==> src/rtl/alu_seq_pkg.sv <==
// Shared definitions for the ALU sequencing front-end: opcodes, FSM states,
// response flag payload and helpers.
package alu_seq_pkg;

    localparam logic [2:0] OP_AND = 3'b000;
    localparam logic [2:0] OP_OR  = 3'b001;
    localparam logic [2:0] OP_ADD = 3'b010;
    localparam logic [2:0] OP_SUB = 3'b110;
    localparam logic [2:0] OP_SLT = 3'b111;

    typedef enum logic [1:0] {
        ST_IDLE  = 2'd0,
        ST_DRIVE = 2'd1,
        ST_RESP  = 2'd2
    } state_e;

    typedef struct packed {
        logic zero;
        logic overflow;
        logic illegal;
    } rsp_flags_t;

    function automatic logic is_legal_op(input logic [2:0] op);
        logic legal;
        case (op)
            OP_AND, OP_OR, OP_ADD, OP_SUB, OP_SLT: legal = 1'b1;
            default:                               legal = 1'b0;
        endcase
        return legal;
    endfunction

    // Register index width; a single-register file still needs one bit.
    function automatic int unsigned idx_width(input int unsigned nregs);
        return (nregs > 1) ? $clog2(nregs) : 1;
    endfunction

endpackage

==> src/rtl/alu_seq_ctrl_if.sv <==
// Command, ALU and response signal bundle for alu_seq_ctrl.
// Sticky overflow signals exist only when ALU_SEQ_STICKY_EN is defined.
interface alu_seq_ctrl_if
    import alu_seq_pkg::*;
#(
    parameter int unsigned WIDTH = 4,
    parameter int unsigned NREGS = 4
);
    localparam int unsigned RIDX_W = idx_width(NREGS);

    logic              cmd_valid;
    logic              cmd_ready;
    logic [2:0]        cmd_op;
    logic [RIDX_W-1:0] cmd_rd;
    logic [RIDX_W-1:0] cmd_rs;
    logic [RIDX_W-1:0] cmd_rt;
    logic              cmd_imm_en;
    logic [WIDTH-1:0]  cmd_imm;

    logic [WIDTH-1:0]  alu_a;
    logic [WIDTH-1:0]  alu_b;
    logic [2:0]        alu_op;
    logic [WIDTH-1:0]  alu_result;
    logic              alu_zero;
    logic              alu_overflow;

    logic              rsp_valid;
    logic              rsp_ready;
    logic [WIDTH-1:0]  rsp_result;
    logic              rsp_zero;
    logic              rsp_overflow;
    logic              rsp_illegal;

`ifdef ALU_SEQ_STICKY_EN
    logic              ovf_sticky;
    logic              ovf_clr;
`endif

    modport master (
        output cmd_valid, cmd_op, cmd_rd, cmd_rs, cmd_rt, cmd_imm_en, cmd_imm, rsp_ready,
        output alu_result, alu_zero, alu_overflow,
        input  cmd_ready, alu_a, alu_b, alu_op,
        input  rsp_valid, rsp_result, rsp_zero, rsp_overflow, rsp_illegal
`ifdef ALU_SEQ_STICKY_EN
        , output ovf_clr, input ovf_sticky
`endif
    );

    modport slave (
        input  cmd_valid, cmd_op, cmd_rd, cmd_rs, cmd_rt, cmd_imm_en, cmd_imm, rsp_ready,
        input  alu_result, alu_zero, alu_overflow,
        output cmd_ready, alu_a, alu_b, alu_op,
        output rsp_valid, rsp_result, rsp_zero, rsp_overflow, rsp_illegal
`ifdef ALU_SEQ_STICKY_EN
        , input ovf_clr, output ovf_sticky
`endif
    );

endinterface

==> src/rtl/alu_seq_regfile.sv <==
// NREGS x WIDTH register file: two combinational read ports, one synchronous
// write port. R0 always reads zero and ignores writes.
module alu_seq_regfile
    import alu_seq_pkg::*;
#(
    parameter int unsigned WIDTH = 4,
    parameter int unsigned NREGS = 4
) (
    input  logic                        clk,
    input  logic                        rst_n,
    input  logic [idx_width(NREGS)-1:0] ra_idx_i,
    output logic [WIDTH-1:0]            ra_data_c_o,
    input  logic [idx_width(NREGS)-1:0] rb_idx_i,
    output logic [WIDTH-1:0]            rb_data_c_o,
    input  logic                        we_i,
    input  logic [idx_width(NREGS)-1:0] wa_idx_i,
    input  logic [WIDTH-1:0]            wd_i
);
    logic [WIDTH-1:0] mem_q [NREGS];

    always_ff @(posedge clk) begin
        if (!rst_n) begin
            for (int i = 0; i < int'(NREGS); i++) begin
                mem_q[i] <= '0;
            end
        end else if (we_i && (wa_idx_i != '0)) begin
            mem_q[wa_idx_i] <= wd_i;
        end
    end

    assign ra_data_c_o = (ra_idx_i == '0) ? '0 : mem_q[ra_idx_i];
    assign rb_data_c_o = (rb_idx_i == '0) ? '0 : mem_q[rb_idx_i];

endmodule

==> src/rtl/alu_seq_ctrl.sv <==
// Sequential command front-end for an external combinational ALU.
// Optional sticky overflow accumulator enabled by ALU_SEQ_STICKY_EN.
module alu_seq_ctrl
    import alu_seq_pkg::*;
#(
    parameter int unsigned WIDTH = 4,
    parameter int unsigned NREGS = 4
) (
    input  logic          clk,
    input  logic          rst_n,
    alu_seq_ctrl_if.slave bus
);
    localparam int unsigned RIDX_W = idx_width(NREGS);

    state_e            state_q, state_d;
    logic              cmd_ready_q, cmd_ready_d;
    logic              rsp_valid_q, rsp_valid_d;
    logic [WIDTH-1:0]  alu_a_q, alu_a_d;
    logic [WIDTH-1:0]  alu_b_q, alu_b_d;
    logic [2:0]        alu_op_q, alu_op_d;
    logic [RIDX_W-1:0] rd_q, rd_d;
    logic              illegal_q, illegal_d;
    logic [WIDTH-1:0]  rsp_result_q, rsp_result_d;
    rsp_flags_t        rsp_flags_q, rsp_flags_d;
`ifdef ALU_SEQ_STICKY_EN
    logic              ovf_sticky_q, ovf_sticky_d;
`endif

    logic              rf_we_c;
    logic [WIDTH-1:0]  rf_ra_data_c;
    logic [WIDTH-1:0]  rf_rb_data_c;

    alu_seq_regfile #(
        .WIDTH (WIDTH),
        .NREGS (NREGS)
    ) u_regfile (
        .clk         (clk),
        .rst_n       (rst_n),
        .ra_idx_i    (bus.cmd_rs),
        .ra_data_c_o (rf_ra_data_c),
        .rb_idx_i    (bus.cmd_rt),
        .rb_data_c_o (rf_rb_data_c),
        .we_i        (rf_we_c),
        .wa_idx_i    (rd_q),
        .wd_i        (bus.alu_result)
    );

    always_ff @(posedge clk) begin
        if (!rst_n) begin
            state_q      <= ST_IDLE;
            cmd_ready_q  <= 1'b1;
            rsp_valid_q  <= 1'b0;
            alu_a_q      <= '0;
            alu_b_q      <= '0;
            alu_op_q     <= OP_AND;
            rd_q         <= '0;
            illegal_q    <= 1'b0;
            rsp_result_q <= '0;
            rsp_flags_q  <= '0;
`ifdef ALU_SEQ_STICKY_EN
            ovf_sticky_q <= 1'b0;
`endif
        end else begin
            state_q      <= state_d;
            cmd_ready_q  <= cmd_ready_d;
            rsp_valid_q  <= rsp_valid_d;
            alu_a_q      <= alu_a_d;
            alu_b_q      <= alu_b_d;
            alu_op_q     <= alu_op_d;
            rd_q         <= rd_d;
            illegal_q    <= illegal_d;
            rsp_result_q <= rsp_result_d;
            rsp_flags_q  <= rsp_flags_d;
`ifdef ALU_SEQ_STICKY_EN
            ovf_sticky_q <= ovf_sticky_d;
`endif
        end
    end

    // Next-state and register-load logic; handshake outputs follow the next state.
    always_comb begin
        state_d      = state_q;
        alu_a_d      = alu_a_q;
        alu_b_d      = alu_b_q;
        alu_op_d     = alu_op_q;
        rd_d         = rd_q;
        illegal_d    = illegal_q;
        rsp_result_d = rsp_result_q;
        rsp_flags_d  = rsp_flags_q;
        rf_we_c      = 1'b0;
`ifdef ALU_SEQ_STICKY_EN
        ovf_sticky_d = ovf_sticky_q;
`endif

        case (state_q)
            ST_IDLE: begin
                if (bus.cmd_valid) begin
                    state_d   = ST_DRIVE;
                    alu_a_d   = rf_ra_data_c;
                    alu_b_d   = bus.cmd_imm_en ? bus.cmd_imm : rf_rb_data_c;
                    alu_op_d  = bus.cmd_op;
                    rd_d      = bus.cmd_rd;
                    illegal_d = ~is_legal_op(bus.cmd_op);
                end
            end
            ST_DRIVE: begin
                state_d              = ST_RESP;
                rsp_result_d         = bus.alu_result;
                rsp_flags_d.zero     = bus.alu_zero;
                rsp_flags_d.overflow = bus.alu_overflow;
                rsp_flags_d.illegal  = illegal_q;
                rf_we_c              = ~illegal_q;
`ifdef ALU_SEQ_STICKY_EN
                if (bus.alu_overflow && !illegal_q) begin
                    ovf_sticky_d = 1'b1;
                end
`endif
            end
            ST_RESP: begin
                if (bus.rsp_ready) begin
                    state_d = ST_IDLE;
                end
            end
            default: begin
                state_d = ST_IDLE;
            end
        endcase

`ifdef ALU_SEQ_STICKY_EN
        // Clear has priority over a same-edge set.
        if (bus.ovf_clr) begin
            ovf_sticky_d = 1'b0;
        end
`endif

        cmd_ready_d = (state_d == ST_IDLE);
        rsp_valid_d = (state_d == ST_RESP);
    end

    assign bus.cmd_ready    = cmd_ready_q;
    assign bus.alu_a        = alu_a_q;
    assign bus.alu_b        = alu_b_q;
    assign bus.alu_op       = alu_op_q;
    assign bus.rsp_valid    = rsp_valid_q;
    assign bus.rsp_result   = rsp_result_q;
    assign bus.rsp_zero     = rsp_flags_q.zero;
    assign bus.rsp_overflow = rsp_flags_q.overflow;
    assign bus.rsp_illegal  = rsp_flags_q.illegal;
`ifdef ALU_SEQ_STICKY_EN
    assign bus.ovf_sticky   = ovf_sticky_q;
`endif

endmodule

==> src/flat_wrapper.sv <==
// flat-port wrapper written by rule: the top's interface ports become plain ports
module alu_seq_ctrl_flat import alu_seq_pkg::*;
#(
    parameter int unsigned WIDTH = 4,
    parameter int unsigned NREGS = 4
)
  (clk, rst_n, bus_cmd_valid, bus_cmd_op, bus_cmd_rd, bus_cmd_rs, bus_cmd_rt, bus_cmd_imm_en, bus_cmd_imm, bus_rsp_ready, bus_alu_result, bus_alu_zero, bus_alu_overflow, bus_cmd_ready, bus_alu_a, bus_alu_b, bus_alu_op, bus_rsp_valid, bus_rsp_result, bus_rsp_zero, bus_rsp_overflow, bus_rsp_illegal);
  alu_seq_ctrl_if #(.WIDTH(WIDTH), .NREGS(NREGS)) bus_i ();
  input  logic clk;
  input  logic rst_n;
  input wire logic [$bits(bus_i.cmd_valid)-1:0] bus_cmd_valid;
  input wire logic [$bits(bus_i.cmd_op)-1:0] bus_cmd_op;
  input wire logic [$bits(bus_i.cmd_rd)-1:0] bus_cmd_rd;
  input wire logic [$bits(bus_i.cmd_rs)-1:0] bus_cmd_rs;
  input wire logic [$bits(bus_i.cmd_rt)-1:0] bus_cmd_rt;
  input wire logic [$bits(bus_i.cmd_imm_en)-1:0] bus_cmd_imm_en;
  input wire logic [$bits(bus_i.cmd_imm)-1:0] bus_cmd_imm;
  input wire logic [$bits(bus_i.rsp_ready)-1:0] bus_rsp_ready;
  input wire logic [$bits(bus_i.alu_result)-1:0] bus_alu_result;
  input wire logic [$bits(bus_i.alu_zero)-1:0] bus_alu_zero;
  input wire logic [$bits(bus_i.alu_overflow)-1:0] bus_alu_overflow;
  output wire logic [$bits(bus_i.cmd_ready)-1:0] bus_cmd_ready;
  output wire logic [$bits(bus_i.alu_a)-1:0] bus_alu_a;
  output wire logic [$bits(bus_i.alu_b)-1:0] bus_alu_b;
  output wire logic [$bits(bus_i.alu_op)-1:0] bus_alu_op;
  output wire logic [$bits(bus_i.rsp_valid)-1:0] bus_rsp_valid;
  output wire logic [$bits(bus_i.rsp_result)-1:0] bus_rsp_result;
  output wire logic [$bits(bus_i.rsp_zero)-1:0] bus_rsp_zero;
  output wire logic [$bits(bus_i.rsp_overflow)-1:0] bus_rsp_overflow;
  output wire logic [$bits(bus_i.rsp_illegal)-1:0] bus_rsp_illegal;
  assign bus_i.cmd_valid = bus_cmd_valid;
  assign bus_i.cmd_op = bus_cmd_op;
  assign bus_i.cmd_rd = bus_cmd_rd;
  assign bus_i.cmd_rs = bus_cmd_rs;
  assign bus_i.cmd_rt = bus_cmd_rt;
  assign bus_i.cmd_imm_en = bus_cmd_imm_en;
  assign bus_i.cmd_imm = bus_cmd_imm;
  assign bus_i.rsp_ready = bus_rsp_ready;
  assign bus_i.alu_result = bus_alu_result;
  assign bus_i.alu_zero = bus_alu_zero;
  assign bus_i.alu_overflow = bus_alu_overflow;
  assign bus_cmd_ready = bus_i.cmd_ready;
  assign bus_alu_a = bus_i.alu_a;
  assign bus_alu_b = bus_i.alu_b;
  assign bus_alu_op = bus_i.alu_op;
  assign bus_rsp_valid = bus_i.rsp_valid;
  assign bus_rsp_result = bus_i.rsp_result;
  assign bus_rsp_zero = bus_i.rsp_zero;
  assign bus_rsp_overflow = bus_i.rsp_overflow;
  assign bus_rsp_illegal = bus_i.rsp_illegal;
  alu_seq_ctrl #(.WIDTH(WIDTH), .NREGS(NREGS)) u_core (.clk(clk), .rst_n(rst_n), .bus(bus_i));
endmodule
==> config.mk <==
export PLATFORM = sky130hd
export DESIGN_NAME = alu_seq_ctrl_flat
export DESIGN_NICKNAME = d
export VERILOG_FILES = /design/src/rtl/alu_seq_pkg.sv /design/src/rtl/alu_seq_ctrl_if.sv /design/src/rtl/alu_seq_regfile.sv /design/src/rtl/alu_seq_ctrl.sv /design/src/flat_wrapper.sv
export SDC_FILE = /design/constraint.sdc
export NUM_CORES = 1
export LEC_CHECK = 0
export ABC_AREA = 1
export CELL_PAD_IN_SITES_DETAIL_PLACEMENT = 0
export CELL_PAD_IN_SITES_GLOBAL_PLACEMENT = 2
export CORE_MARGIN = 4
export CORE_UTILIZATION = 28
export DETAILED_ROUTE_END_ITERATION = 6
export GPL_TIMING_DRIVEN = 0
export PLACE_DENSITY = 0.84
export SETUP_SLACK_MARGIN = 0.2
export SLEW_MARGIN = 20
export SYNTH_ARGS = -nofsm -noshare
export SYNTH_HDL_FRONTEND = slang
export SYNTH_SLANG_ARGS = --single-unit
==> constraint.sdc <==
create_clock -name clk -period 1.38 [get_ports clk]
set_input_delay 0.138 -clock clk [delete_from_list [all_inputs] [get_ports clk]]
set_output_delay 0.138 -clock clk [all_outputs]
set_load 0.005 [all_outputs]
Word-level counts from Yosys, hierarchy flattened
Memory sizes are Yosys's and may differ from the RTL's.
Cells that the tools add are included.
{ "word_totals": {"regBits": 25, "ramBits": 16, "in_bits": 24, "out_inout_bits": 20, "elab_cells": 49, "memories": 1} }
{ "op_classes": {"n_eq_ne": 7, "n_mux": 17, "bitwise": 2, "reduce_logical": 10} }
{ "mem_list": {"columns": ["memory", "words", "width", "read_ports", "rd_clocked_by_memory_dff", "wr", "line_no", "source"], "rows": [
  ["u_core.u_regfile.mem_q", 4, 4, 2, 0, 4, "alu_seq_regfile.sv:19", "logic [WIDTH-1:0] mem_q [NREGS];"]
]} }
{ "op_table": {"columns": ["operator", "count"], "rows": [
  ["4-bit 2-to-1 mux", 4],
  ["1-bit 2-to-1 mux", 9],
  ["2-bit zero test", 4],
  ["3-bit equality test, second input constant", 2],
  ["2-bit 2-to-1 mux", 3],
  ["2-bit case mux with 3 select lines", 1],
  ["5-bit OR reduction", 1],
  ["2-bit equality test, second input constant", 2],
  ["4-bit OR reduction", 1],
  ["3-bit by 1-bit equality test with 1-bit output, second input constant", 1],
  ["3-bit by 2-bit equality test with 1-bit output, second input constant", 1],
  ["3-bit zero test", 1],
  ["2-bit by 1-bit equality test with 1-bit output, second input constant", 1],
  ["1-bit inverter", 2],
  ["2-bit AND reduction", 1],
  ["2-bit nonzero test", 1],
  ["1-bit logical AND", 1]
]} }

Depth between registers and ports, before layout
{ "depth": {"word_depth": 8, "mapped_depth": 7, "ltp_nobuf": 6} }

Cells and area by module
From an unflattened synthesis, not the netlist that was laid out.
{ "unflattened": {"cells_unflattened": 273, "hier_area_um2": 1993.2} }
{ "modules_own_cells": {"columns": ["module", "instances", "cells_per_inst", "area_each_um2", "seq_area_each_um2"], "rows": [
  ["alu_seq_ctrl", 1, 145, 1024.7, 500.5],
  ["alu_seq_regfile", 1, 128, 968.4, 480.5]
]} }

Worst setup path after synthesis
Ideal clock, no wire load.
{ "synth_timing": {"path_type": "register to register", "from": "reg u_core.state_q[1]", "to": "mem u_core.u_regfile.mem_q[2][0] (enable)", "setup_time_ps": 318, "t_arrival_ps": 950, "t_required_ps": 1062, "setup_slack_ps": 113, "stages_incl_launch_ff": 6, "path_buffers": 0, "period_less_slack_ps": 1267, "path_cell_list": "dfxtp_1 > inv_2 > nand2_2 > nor2_4 > nand3_4 > o21ai_2"} }
{ "synth_rtl": {"columns": ["item", "line_no", "source"], "rows": [
  ["from (decl)", "alu_seq_ctrl.sv:15", "state_e state_q, state_d;"],
  ["from (signal assigned)", "alu_seq_ctrl.sv:64", "state_q <= state_d;"],
  ["to (decl)", "alu_seq_regfile.sv:19", null]
]} }

==> results.md <==
- Warnings from Yosys: 0
- Slew Limit Fails: 0
- Cts bufs inserted: 5
- Core Area: between 6000 and 7000 um2
- Register area share after synthesis: 52.3%
- Grt ovf: 0
- Gr usage total: between 10% and 20%
- Nets: roughly 320
- Iter 0 DRT Violations: 64
- Type of the worst setup path: reg -> reg
- Area Growth Syn to Fin: 39.8%
- Layout cells sized above 1: about a fifth
- Vias in the first global route: around 1.6k
- DIE AREA: roughly 8100 um2
- CTS tree: yes
- Final setup viols: 0
- Worst R2R Path Depth: 5
- N_diodes: 0
- Final Hold Fails: 0
- Via count: 1613
- Min-delay src: bus_cmd_rt[0]
- Worst Path Buf+Inv: 1
- Largest net degree at the start of global routing: 14
- WP data arrival: 1.21 ns
- Clock-pin slew on the worst setup and hold paths: 0.08 ns
- CP delay by family, top: simple AND/OR/NAND/NOR gates
- Dpl hpwl: 3390 um
- Final worst path period share: between 80 and 90%
- RSZ-0062 raised after global routing: true
- Critical path fanouts, max: 4
- Final wirelength: 4570 um
- Initial core utilization: ~30%
- Skew-Pair Late Insertion Delay: 0.29 ns
- Average size of a mapped cell: 8.20 um2
- Max frequency: ~0.83 GHz
- Hold_ws: 0.307 ns
- Max Cap Viol: 0
- CP endpoint kind: register
- Final core occ: 40.9%
- First-pass GRT wire length: 7730 um
- Final setup TNS: 0 ns
- Fin Clk Skew: around 0.012 ns
- Min-delay worst type: in -> reg
- Slowest CP cell: dfxtp_2
- Leakage: 0.00120 uW
- Drt via density: around 4.4
- Clock Tree Buf Depth: 2
- Hold_buf cts: 0
- Placement Rows: 29
- R2r endpoint: u_core.u_regfile.mem_q[2][2]$_SDFFCE_PN0P_
- WHS Endpoint: u_core.bus.alu_b[3]$_SDFFE_PN0P_
- Die W: 89.9 um
- Cells after Synth: ~230
- Ports: 44
- WL/cell: 12.4 um
- Worst VDD drop: 0.477 mV
- CTS Root Cell: clkbuf_8
- CP startpoint kind: register
- Placer Congestion: 0.772
- Placed standard-cell area: 2410 um2
- Reg2Reg Setup Slack: 0.17 ns
- H-tree levels: 2
- Crit-path cells: inv_2 > nand2_4 > nor2_4 > nand3_4 > o21ai_4
- DRT Pass-1 Iters: 4
- Critical R2R Launch: u_core.state_q[1]$_SDFF_PN0_
- Max incr delay on CP: 0.33 ns
- Crit path required time: 1.38 ns
- Outcome: finished, final reports clean
- Fin area: 2620 um2
- Antenna Nets Post-Route: 0
- Port bufs: 41
- Final Power: 2680 uW
- CTS Sinks: 41
- Die height: ~90 um
- Yosys reg bits: 41
- Pwr/cell area: 1020 nW/um2
- DRC: 0
- Distinct cells, synth: 23
- Initial antenna violation count: 0
- Post-synthesis cell area: about 1900 um2
- Hold path depth: 6
- Min cycle time layout: 1.21 ns
[layout by cell type (no fill, tap or decap)]
cell type and instances:
or2_1 1, a21oi_1 20, nor3_2 4, nand2_2 1, conb_1 4, a21oi_2 3, dlygate4sd2_1 21, nand3b_1 1
clkbuf_2 1, dfxtp_2 10, clkbuf_8 6, nand2_1 57, inv_4 2, nor2_4 2, o21ai_0 12, buf_6 2
buf_4 11, clkbuf_16 1, clkbuf_1 1, dfxtp_1 15, inv_1 24, nand3_4 2, inv_2 6, clkdlybuf4s50_1 20
nand3_1 17, o21ai_4 1, nor2_1 21, buf_2 1, o21ai_1 4, nor2_2 1, nand2_4 2, buf_8 1
nand4_4 1, edfxtp_1 16
[layout make-up]
class	count	area (um2)
Clock buffer	7	86.3
Fill cell	685	3800
Timing Repair Buffer	52	485
Buffer	6	53.8
Multi-Input combinational cell	154	783
Clock inverter	1	6.26
Sequential cell	41	993
Inverter	31	119
Tap cell	77	96.3
[cell usage after synthesis]
library cell / number / share of area (%)
inv_2: 6 / 1.2
edfxtp_1: 16 / 26
conb_1: 1 / 0.20
nor3_2: 4 / 2.1
buf_6: 2 / 1.2
a21oi_2: 2 / 0.93
nor2_2: 1 / 0.33
nand3b_1: 1 / 0.40
nand2_2: 1 / 0.33
o21ai_2: 1 / 0.47
buf_4: 3 / 1.2
or2_1: 1 / 0.33
nand4_2: 1 / 0.67
clkbuf_2: 1 / 0.27
nor2_1: 22 / 4.4
inv_1: 25 / 5.0
dfxtp_1: 25 / 27
nand3_4: 2 / 1.9
nand2_1: 59 / 12
o21ai_0: 16 / 4.3
nor2_4: 1 / 0.60
a21oi_1: 21 / 5.6
nand3_1: 17 / 4.5
[kinds of logic (layout without fill, tap and decap cells)]
kind of cell,after synthesis,after routing,share of synthesized area [%]
simple gates,110,110,27.4
flops,41,41,52.3
buf+inv,37,97,8.87
compound gates,40,40,11.3
other cells,1,4,0.200
[layer usage]
metal	vias to the layer above	share of wire (%)	GRT usage [%]	routed length [um]
met4	0	0.92	2.68	42
li1	859	-	-	-
met2	33	51	20.8	2330
met5	-	0	0	0
met1	717	43	13.7	1960
met3	4	5.1	3.76	231
[worst reg2reg max path: cells and delay by family (launching register included)]
kind / cells / cell delay (ns)
compound gates: 1 / 0.19
buf+inv: 1 / 0.07
flops: 1 / 0.33
simple gates: 3 / 0.34
[report_power, final]
part           switching [uW]  internal, uW  leakage [uW]
clock network             420           408     0.0000488
logic                     250           225      0.000781
registers                37.1          1340      0.000372
[registers in the layout (all words and copies together), names as in the netlist]
name and flops:
u_core.u_regfile.mem_q 16, u_core.bus.alu_a 4, u_core.bus.alu_b 4, u_core.bus.rsp_result 4, u_core.bus.alu_op 3, u_core.rd_q 2, u_core.state_q 2, u_core.bus.cmd_ready 1
u_core.bus.rsp_illegal 1, u_core.bus.rsp_overflow 1, u_core.bus.rsp_valid 1, u_core.bus.rsp_zero 1, u_core.illegal_q 1
[how the worst max path moves through the flow]
stage	startpoint	end	slack, ns	cells after the start
3_3_place_gp	rst_n	u_core.u_regfile.mem_q[1][0]$_SDFFCE_PN0P_	-0.22	4
3_5_place_dp	rst_n	u_core.u_regfile.mem_q[1][1]$_SDFFCE_PN0P_	-0.24	4
4_1_cts	u_core.state_q[1]$_SDFF_PN0_	u_core.u_regfile.mem_q[2][2]$_SDFFCE_PN0P_	0.11	5
6_report	u_core.state_q[1]$_SDFF_PN0_	u_core.u_regfile.mem_q[2][2]$_SDFFCE_PN0P_	0.17	5
5_1_grt	u_core.state_q[1]$_SDFF_PN0_	u_core.rd_q[1]$_SDFFE_PN0P_	0.09	6
2_1_floorplan	u_core.state_q[1]$_SDFF_PN0_	u_core.u_regfile.mem_q[2][0]$_SDFFCE_PN0P_	0.15	5
[metrics by stage]
step | cells | setup WS, ns
final | 369 | 0.169
after global routing | 369 | 0.0910
after CTS | 363 | 0.110
after detailed placement | 350 | -0.238
after global placement | 350 | -0.224
after floorplan | 232 | 0.153
[timing repair]
action / in CTS / in global routing
pin swaps: 4 / 4
cloned: 0 / 2
endpoints found under the setup margin: 32 / 37
gates resized for setup: 35 / 11
setup buffers: 5 / 4
No activity file was read; power rests on OpenSTA's default activity.
